==> src/rtl/seq_rshift_32_pkg.sv <==
// Shared definitions for the sequential 32-bit right shifter:
// state encoding, datapath widths and the fill-bit helper.
package rshift_pkg;

  localparam int DATA_W  = 32;
  localparam int SHAMT_W = 5;

  typedef enum logic [1:0] {
    S_IDLE  = 2'd0,
    S_SHIFT = 2'd1,
    S_DONE  = 2'd2
  } state_t;

  // Sign-fill copies the operand MSB; zero-fill ignores it.
  function automatic logic fill_bit(input logic arith, input logic [DATA_W-1:0] operand);
    return arith & operand[DATA_W-1];
  endfunction

endpackage

==> src/rtl/seq_rshift_32_if.sv <==
// Request/result bundle between a shift requester (master) and
// seq_rshift_32 (slave).
interface seq_rshift_32_if;
  import rshift_pkg::*;

  logic                 ctrl_shift;
  logic [DATA_W-1:0]    data_in;
  logic [SHAMT_W-1:0]   shamt;
  logic                 arith;
  logic                 busy;
  logic                 data_resultRDY;
  logic [DATA_W-1:0]    data_result;

  modport master (
    output ctrl_shift, data_in, shamt, arith,
    input  busy, data_resultRDY, data_result
  );

  modport slave (
    input  ctrl_shift, data_in, shamt, arith,
    output busy, data_resultRDY, data_result
  );

endinterface

==> src/rtl/seq_rshift_32_onebit.sv <==
// Combinational single-position right shift with an externally supplied
// fill bit; the building block of the sequential shifter's datapath.
module onebit_rshift_32 (
  input  logic [31:0] in32,
  input  logic        fill,
  output logic [31:0] out32
);

  assign out32 = {fill, in32[31:1]};

endmodule

==> src/rtl/seq_rshift_32.sv <==
// Multicycle 32-bit logical/arithmetic right shifter, one bit per clock.
// Define SEQ_RSHIFT_SKIP4_EN to retire four bit positions per clock while count >= 4.
module seq_rshift_32
  import rshift_pkg::*;
(
  input  logic             clock,
  input  logic             reset,
  seq_rshift_32_if.slave   bus
);

  state_t               state_r;
  state_t               state_s;
  logic [DATA_W-1:0]    work_r;
  logic [DATA_W-1:0]    work_s;
  logic [SHAMT_W-1:0]   count_r;
  logic [SHAMT_W-1:0]   count_s;
  logic                 fill_r;
  logic                 fill_s;
  logic [DATA_W-1:0]    result_r;
  logic [DATA_W-1:0]    result_s;
  logic                 rdy_r;
  logic                 rdy_s;
  logic                 busy_r;
  logic                 busy_s;
  logic [DATA_W-1:0]    step1_s;

  onebit_rshift_32 u_step1 (
    .in32  (work_r),
    .fill  (fill_r),
    .out32 (step1_s)
  );

`ifdef SEQ_RSHIFT_SKIP4_EN
  logic [DATA_W-1:0]    step2_s;
  logic [DATA_W-1:0]    step3_s;
  logic [DATA_W-1:0]    step4_s;

  onebit_rshift_32 u_step2 (
    .in32  (step1_s),
    .fill  (fill_r),
    .out32 (step2_s)
  );

  onebit_rshift_32 u_step3 (
    .in32  (step2_s),
    .fill  (fill_r),
    .out32 (step3_s)
  );

  onebit_rshift_32 u_step4 (
    .in32  (step3_s),
    .fill  (fill_r),
    .out32 (step4_s)
  );
`endif

  // Next-state, datapath update and output decode.
  always_comb begin
    state_s  = state_r;
    work_s   = work_r;
    count_s  = count_r;
    fill_s   = fill_r;
    result_s = result_r;
    rdy_s    = 1'b0;

    case (state_r)
      S_IDLE, S_DONE: begin
        if (bus.ctrl_shift) begin
          work_s  = bus.data_in;
          count_s = bus.shamt;
          fill_s  = fill_bit(bus.arith, bus.data_in);
          state_s = S_SHIFT;
        end else begin
          state_s = S_IDLE;
        end
      end
      S_SHIFT: begin
        if (count_r != 5'd0) begin
`ifdef SEQ_RSHIFT_SKIP4_EN
          if (count_r >= 5'd4) begin
            work_s  = step4_s;
            count_s = count_r - 5'd4;
          end else begin
            work_s  = step1_s;
            count_s = count_r - 5'd1;
          end
`else
          work_s  = step1_s;
          count_s = count_r - 5'd1;
`endif
          state_s = S_SHIFT;
        end else begin
          // Result register only ever loads here, so it never shows a partial shift.
          result_s = work_r;
          rdy_s    = 1'b1;
          state_s  = S_DONE;
        end
      end
      default: begin
        state_s = S_IDLE;
      end
    endcase

    busy_s = (state_s == S_SHIFT);
  end

  // State and datapath registers with synchronous clear.
  always_ff @(posedge clock) begin
    if (reset) begin
      state_r  <= S_IDLE;
      work_r   <= 32'h0;
      count_r  <= 5'd0;
      fill_r   <= 1'b0;
      result_r <= 32'h0;
      rdy_r    <= 1'b0;
      busy_r   <= 1'b0;
    end else begin
      state_r  <= state_s;
      work_r   <= work_s;
      count_r  <= count_s;
      fill_r   <= fill_s;
      result_r <= result_s;
      rdy_r    <= rdy_s;
      busy_r   <= busy_s;
    end
  end

  assign bus.busy           = busy_r;
  assign bus.data_resultRDY = rdy_r;
  assign bus.data_result    = result_r;

endmodule

==> src/flat_wrapper.sv <==
// flat-port wrapper written by rule: the top's interface ports become plain ports
module seq_rshift_32_flat import rshift_pkg::*;
  (clock, reset, bus_ctrl_shift, bus_data_in, bus_shamt, bus_arith, bus_busy, bus_data_resultRDY, bus_data_result);
  seq_rshift_32_if bus_i ();
  input  logic clock;
  input  logic reset;
  input wire logic [$bits(bus_i.ctrl_shift)-1:0] bus_ctrl_shift;
  input wire logic [$bits(bus_i.data_in)-1:0] bus_data_in;
  input wire logic [$bits(bus_i.shamt)-1:0] bus_shamt;
  input wire logic [$bits(bus_i.arith)-1:0] bus_arith;
  output wire logic [$bits(bus_i.busy)-1:0] bus_busy;
  output wire logic [$bits(bus_i.data_resultRDY)-1:0] bus_data_resultRDY;
  output wire logic [$bits(bus_i.data_result)-1:0] bus_data_result;
  assign bus_i.ctrl_shift = bus_ctrl_shift;
  assign bus_i.data_in = bus_data_in;
  assign bus_i.shamt = bus_shamt;
  assign bus_i.arith = bus_arith;
  assign bus_busy = bus_i.busy;
  assign bus_data_resultRDY = bus_i.data_resultRDY;
  assign bus_data_result = bus_i.data_result;
  seq_rshift_32 u_core (.clock(clock), .reset(reset), .bus(bus_i));
endmodule
==> config.mk <==
export PLATFORM = sky130hd
export DESIGN_NAME = seq_rshift_32_flat
export DESIGN_NICKNAME = d
export VERILOG_FILES = /design/src/rtl/seq_rshift_32_pkg.sv /design/src/rtl/seq_rshift_32_if.sv /design/src/rtl/seq_rshift_32_onebit.sv /design/src/rtl/seq_rshift_32.sv /design/src/flat_wrapper.sv
export SDC_FILE = /design/constraint.sdc
export NUM_CORES = 1
export LEC_CHECK = 0
export CORE_AREA = 3 3 69 120
export DETAILED_ROUTE_END_ITERATION = 8
export DIE_AREA = 0 0 72 123
export PLACE_DENSITY_LB_ADDON = 0.08
export SYNTH_ARGS = -nofsm -noshare
export SYNTH_HDL_FRONTEND = slang
export SYNTH_SLANG_ARGS = --single-unit
export TNS_END_PERCENT = 30
==> constraint.sdc <==
create_clock -name clock -period 2.2 [get_ports clock]
set_clock_uncertainty 0.15 [all_clocks]
set_input_delay 0.66 -clock clock [delete_from_list [all_inputs] [get_ports clock]]
set_output_delay 0.66 -clock clock [all_outputs]
set_load 0.02 [all_outputs]
==> qor.csv <==
stage;metric;value;unit
worst_setup_path;R2R Path End;u_core.bus.data_result[0];
worst_setup_path;FF-to-FF path depth;7;
synthesis;Area contributors post-synth;dfxtp_1, nand2_1, a311oi_1;
synthesis;Yosys top cell by area;dfxtp_1;
worst_hold_path;Hold Path End;u_core.bus.data_result[7];
outcome;status;finished, final reports clean;
job;max-cap viol count;0;
synthesis;Synthesized Nets;411;
timing;Setup-failing EPs final;0;
placement;placer congestion estimate;0.783;
route;drt wl/cell;14.1;µm
clocking;clk buf depth;2;
route;Vias;2701;
pwr;PwrDens;924;nW/µm²
pwr;Max VDD drop;472;µV
floorplanning;Die Y;123;µm
worst_setup_path;Arr. time, crit path;1.37;ns
final_layout;Layout Nets;478;
floorplanning;num rows;42;
timing;final worst-path cycle share;0.989;
grt;vias in the first global route;2762;
worst_setup_path;Setup CP Type;reg -> out;
final_layout;most common cell after layout, fill and taps aside;nand2_1;
final_layout;Fillers;739;
final_layout;Finished Layout Cells;529;
grt;pin count of the biggest net entering global routing;75;
worst_setup_path;CP max stage delay;0.63;ns
route;drt total wl;7450;µm
pwr;leakage power;1.49;nW
synthesis;Post-Syn Area per Cell;7.94;µm²
worst_hold_path;hold_sp;u_core.bus.data_result[7];
route;initial drt markers;142;
worst_setup_path;crit path buf inv count;1;
timing;Relative slew margins;0.731;
timing;final hold slack;0.300;ns
route;First-pass DRT Iterations;4;
worst_hold_path;Cells on Worst Hold Path;2;
worst_setup_path;crit path cell chain;clkdlybuf4s50_1;
floorplanning;core area;7510;µm²
timing;final hold viol count;0;
synthesis;Unique masters post-synth;27;
timing;Slew Limit Fails;0;
clocking;CTS sink cnt;74;
clocking;post-CTS setup buffers;0;
timing;Setup TNS Final;0;ns
placement;DP HPWL;4910;µm
timing;Tightest Pin Transition;0.403;ns
route;Antenna Nets Post-Route;0;
worst_setup_path;CP required;1.39;ns
final_layout;Synth-to-Final Area Change;40.5;%
worst_setup_path;worst-path fanout max;2;
timing;RSZ-0062 raised after global routing;no;
synthesis;post-synthesis instance total;369;
final_layout;commonest cells after routing, fill and taps aside;nand2_1, dfxtp_1, clkdlybuf4s50_1, nor2_1, a21oi_1;
worst_setup_path;reg-to-reg setup timing slack;0.29;ns
grt;gr usage total;0.182;
clocking;CTS tree;built;
worst_setup_path;startpoint types;flip-flop;
floorplanning;die area;8860;µm²
floorplanning;Die Wd;72;µm
timing;fmax;0.460;GHz
clocking;CTS Hold Bufs;0;
placement;dpl cells;513;
clocking;root buffer selected by CTS;clkbuf_16;
route;DR DRC count;0;
clocking;Num CTS Buffers;9;
worst_setup_path;CP endpoint kind;output port;
synthesis;Synthesis Warnings;0;
worst_setup_path;CP max-delay cell;clkdlybuf4s50_1;
route;Vias per Instance;5.11;
clocking;CTS clock-pin slew for the worst setup and hold paths;0.06;ns
clocking;clk_lat worst skew;0.34;ns
clocking;CTS resizes;0;
grt;initial antenna violation count;0;
floorplanning;Initial Util;0.390;
grt;first-pass GRT wire length;12400;µm
final_layout;# diodes;0;
floorplanning;# IOs;75;
synthesis;Post-Synthesis Cell Area;2930;µm²
placement;# port buffers;74;
timing;min Tclk post-route;2.18;ns
synthesis;sequential-to-total area share from yosys stat;0.506;
worst_setup_path;WP depth;1;
worst_hold_path;Hold Crit Class;reg -> reg;
grt;GRT overflow;0;
synthesis;flops & latches, synth;74;
worst_setup_path;reg-to-reg startpoint;u_core.count_r[0];
final_layout;layout cells sized above 1;0.0794;
clocking;H-tree levels;3;
synthesis;top cell type's share of synthesized area;0.506;
worst_setup_path;Top Family by Delay on Critical Path;buffers and inverters;
per-stage QoR:
step / utilization / power, mW / setup slack (ns) / cell area (µm²)
after detailed placement: 0.504 / 2.23 / -0.0576 / 3780
after CTS: 0.548 / 3.85 / 0.0194 / 4120
after floorplan: - / 1.96 / 0.461 / 2930
final: 0.548 / 3.80 / 0.0245 / 4120
after global placement: 0.504 / 2.21 / 0.0367 / 3780
after global routing: 0.548 / 3.98 / 0.00276 / 4120
sequential cells by signal, summed over array words and instances (netlist names):
register	cells
u_core.bus.busy	1
u_core.bus.data_result	32
u_core.bus.data_resultRDY	1
u_core.count_r	5
u_core.fill_r	1
u_core.state_r	2
u_core.work_r	32
area by class of cell:
type                            instances  area [µm²]  area share
Clock buffer                           12         256      0.0623
Inverter                                2        7.51     0.00182
Sequential cell                        74        1480       0.360
Tap cell                               88         110      0.0268
Clock inverter                          4        73.8      0.0179
Timing Repair Buffer                   85         868       0.211
Multi-Input combinational cell        264        1320       0.320
power by group:
group          internal [mW]  leakage (nW)  total [mW]  switching (mW)
combinational          0.293         0.721       0.639           0.347
clock                   1.05         0.163        1.61           0.558
sequential              1.46         0.606        1.55          0.0875
how the worst max path moves through the flow:
stage / from / end / slack (ns)
after floorplan: u_core.count_r[0] / u_core.work_r[10] / 0.46
after global placement: bus_ctrl_shift / u_core.work_r[9] / 0.04
after CTS: u_core.bus.data_result[2] / bus_data_result[2] / 0.02
after detailed placement: bus_ctrl_shift / u_core.work_r[2] / -0.06
final: u_core.bus.data_result[1] / bus_data_result[1] / 0.02
after global routing: u_core.bus.data_result[1] / bus_data_result[1] / 0.003
logic make-up (layout without fill, tap and decap cells):
logic type,count (synthesis),in the layout,synth area share
buf+inv,31,103,0.0504
compound gates,78,78,0.182
mux,2,2,0.00726
flops,74,74,0.506
fa+ha+maj,1,1,0.00427
simple gates,183,183,0.251
synthesized netlist by cell type, drive strengths merged:
library cell and instances:
nand2 134, dfxtp 74, nor2 39, a21oi 38, a311oi 33, clkbuf 21
buf 8, o21ai 4, nor2b 3, inv 2, nand2b 2, a221oi 1
a22o 1, ha 1, mux2 1, mux2i 1, nand3 1, nor3 1
nor3b 1, nor4b 1, o211ai 1, or4b 1
worst min-delay path, cell delays in order, from the launching register on:
cell and delay [ns]:
dfxtp_1 0.30, nand2_1 0.05, a21oi_1 0.05
layer usage:
metal / vias to the layer above / part of all wire / track usage
li1: 1388 / - / -
met1: 1244 / 0.40 / 0.192
met2: 54 / 0.53 / 0.320
met3: 15 / 0.045 / 0.0496
met4: 0 / 0.030 / 0.105
met5: - / 0 / 0
Note: power is estimated with default switching activity, not from simulation.
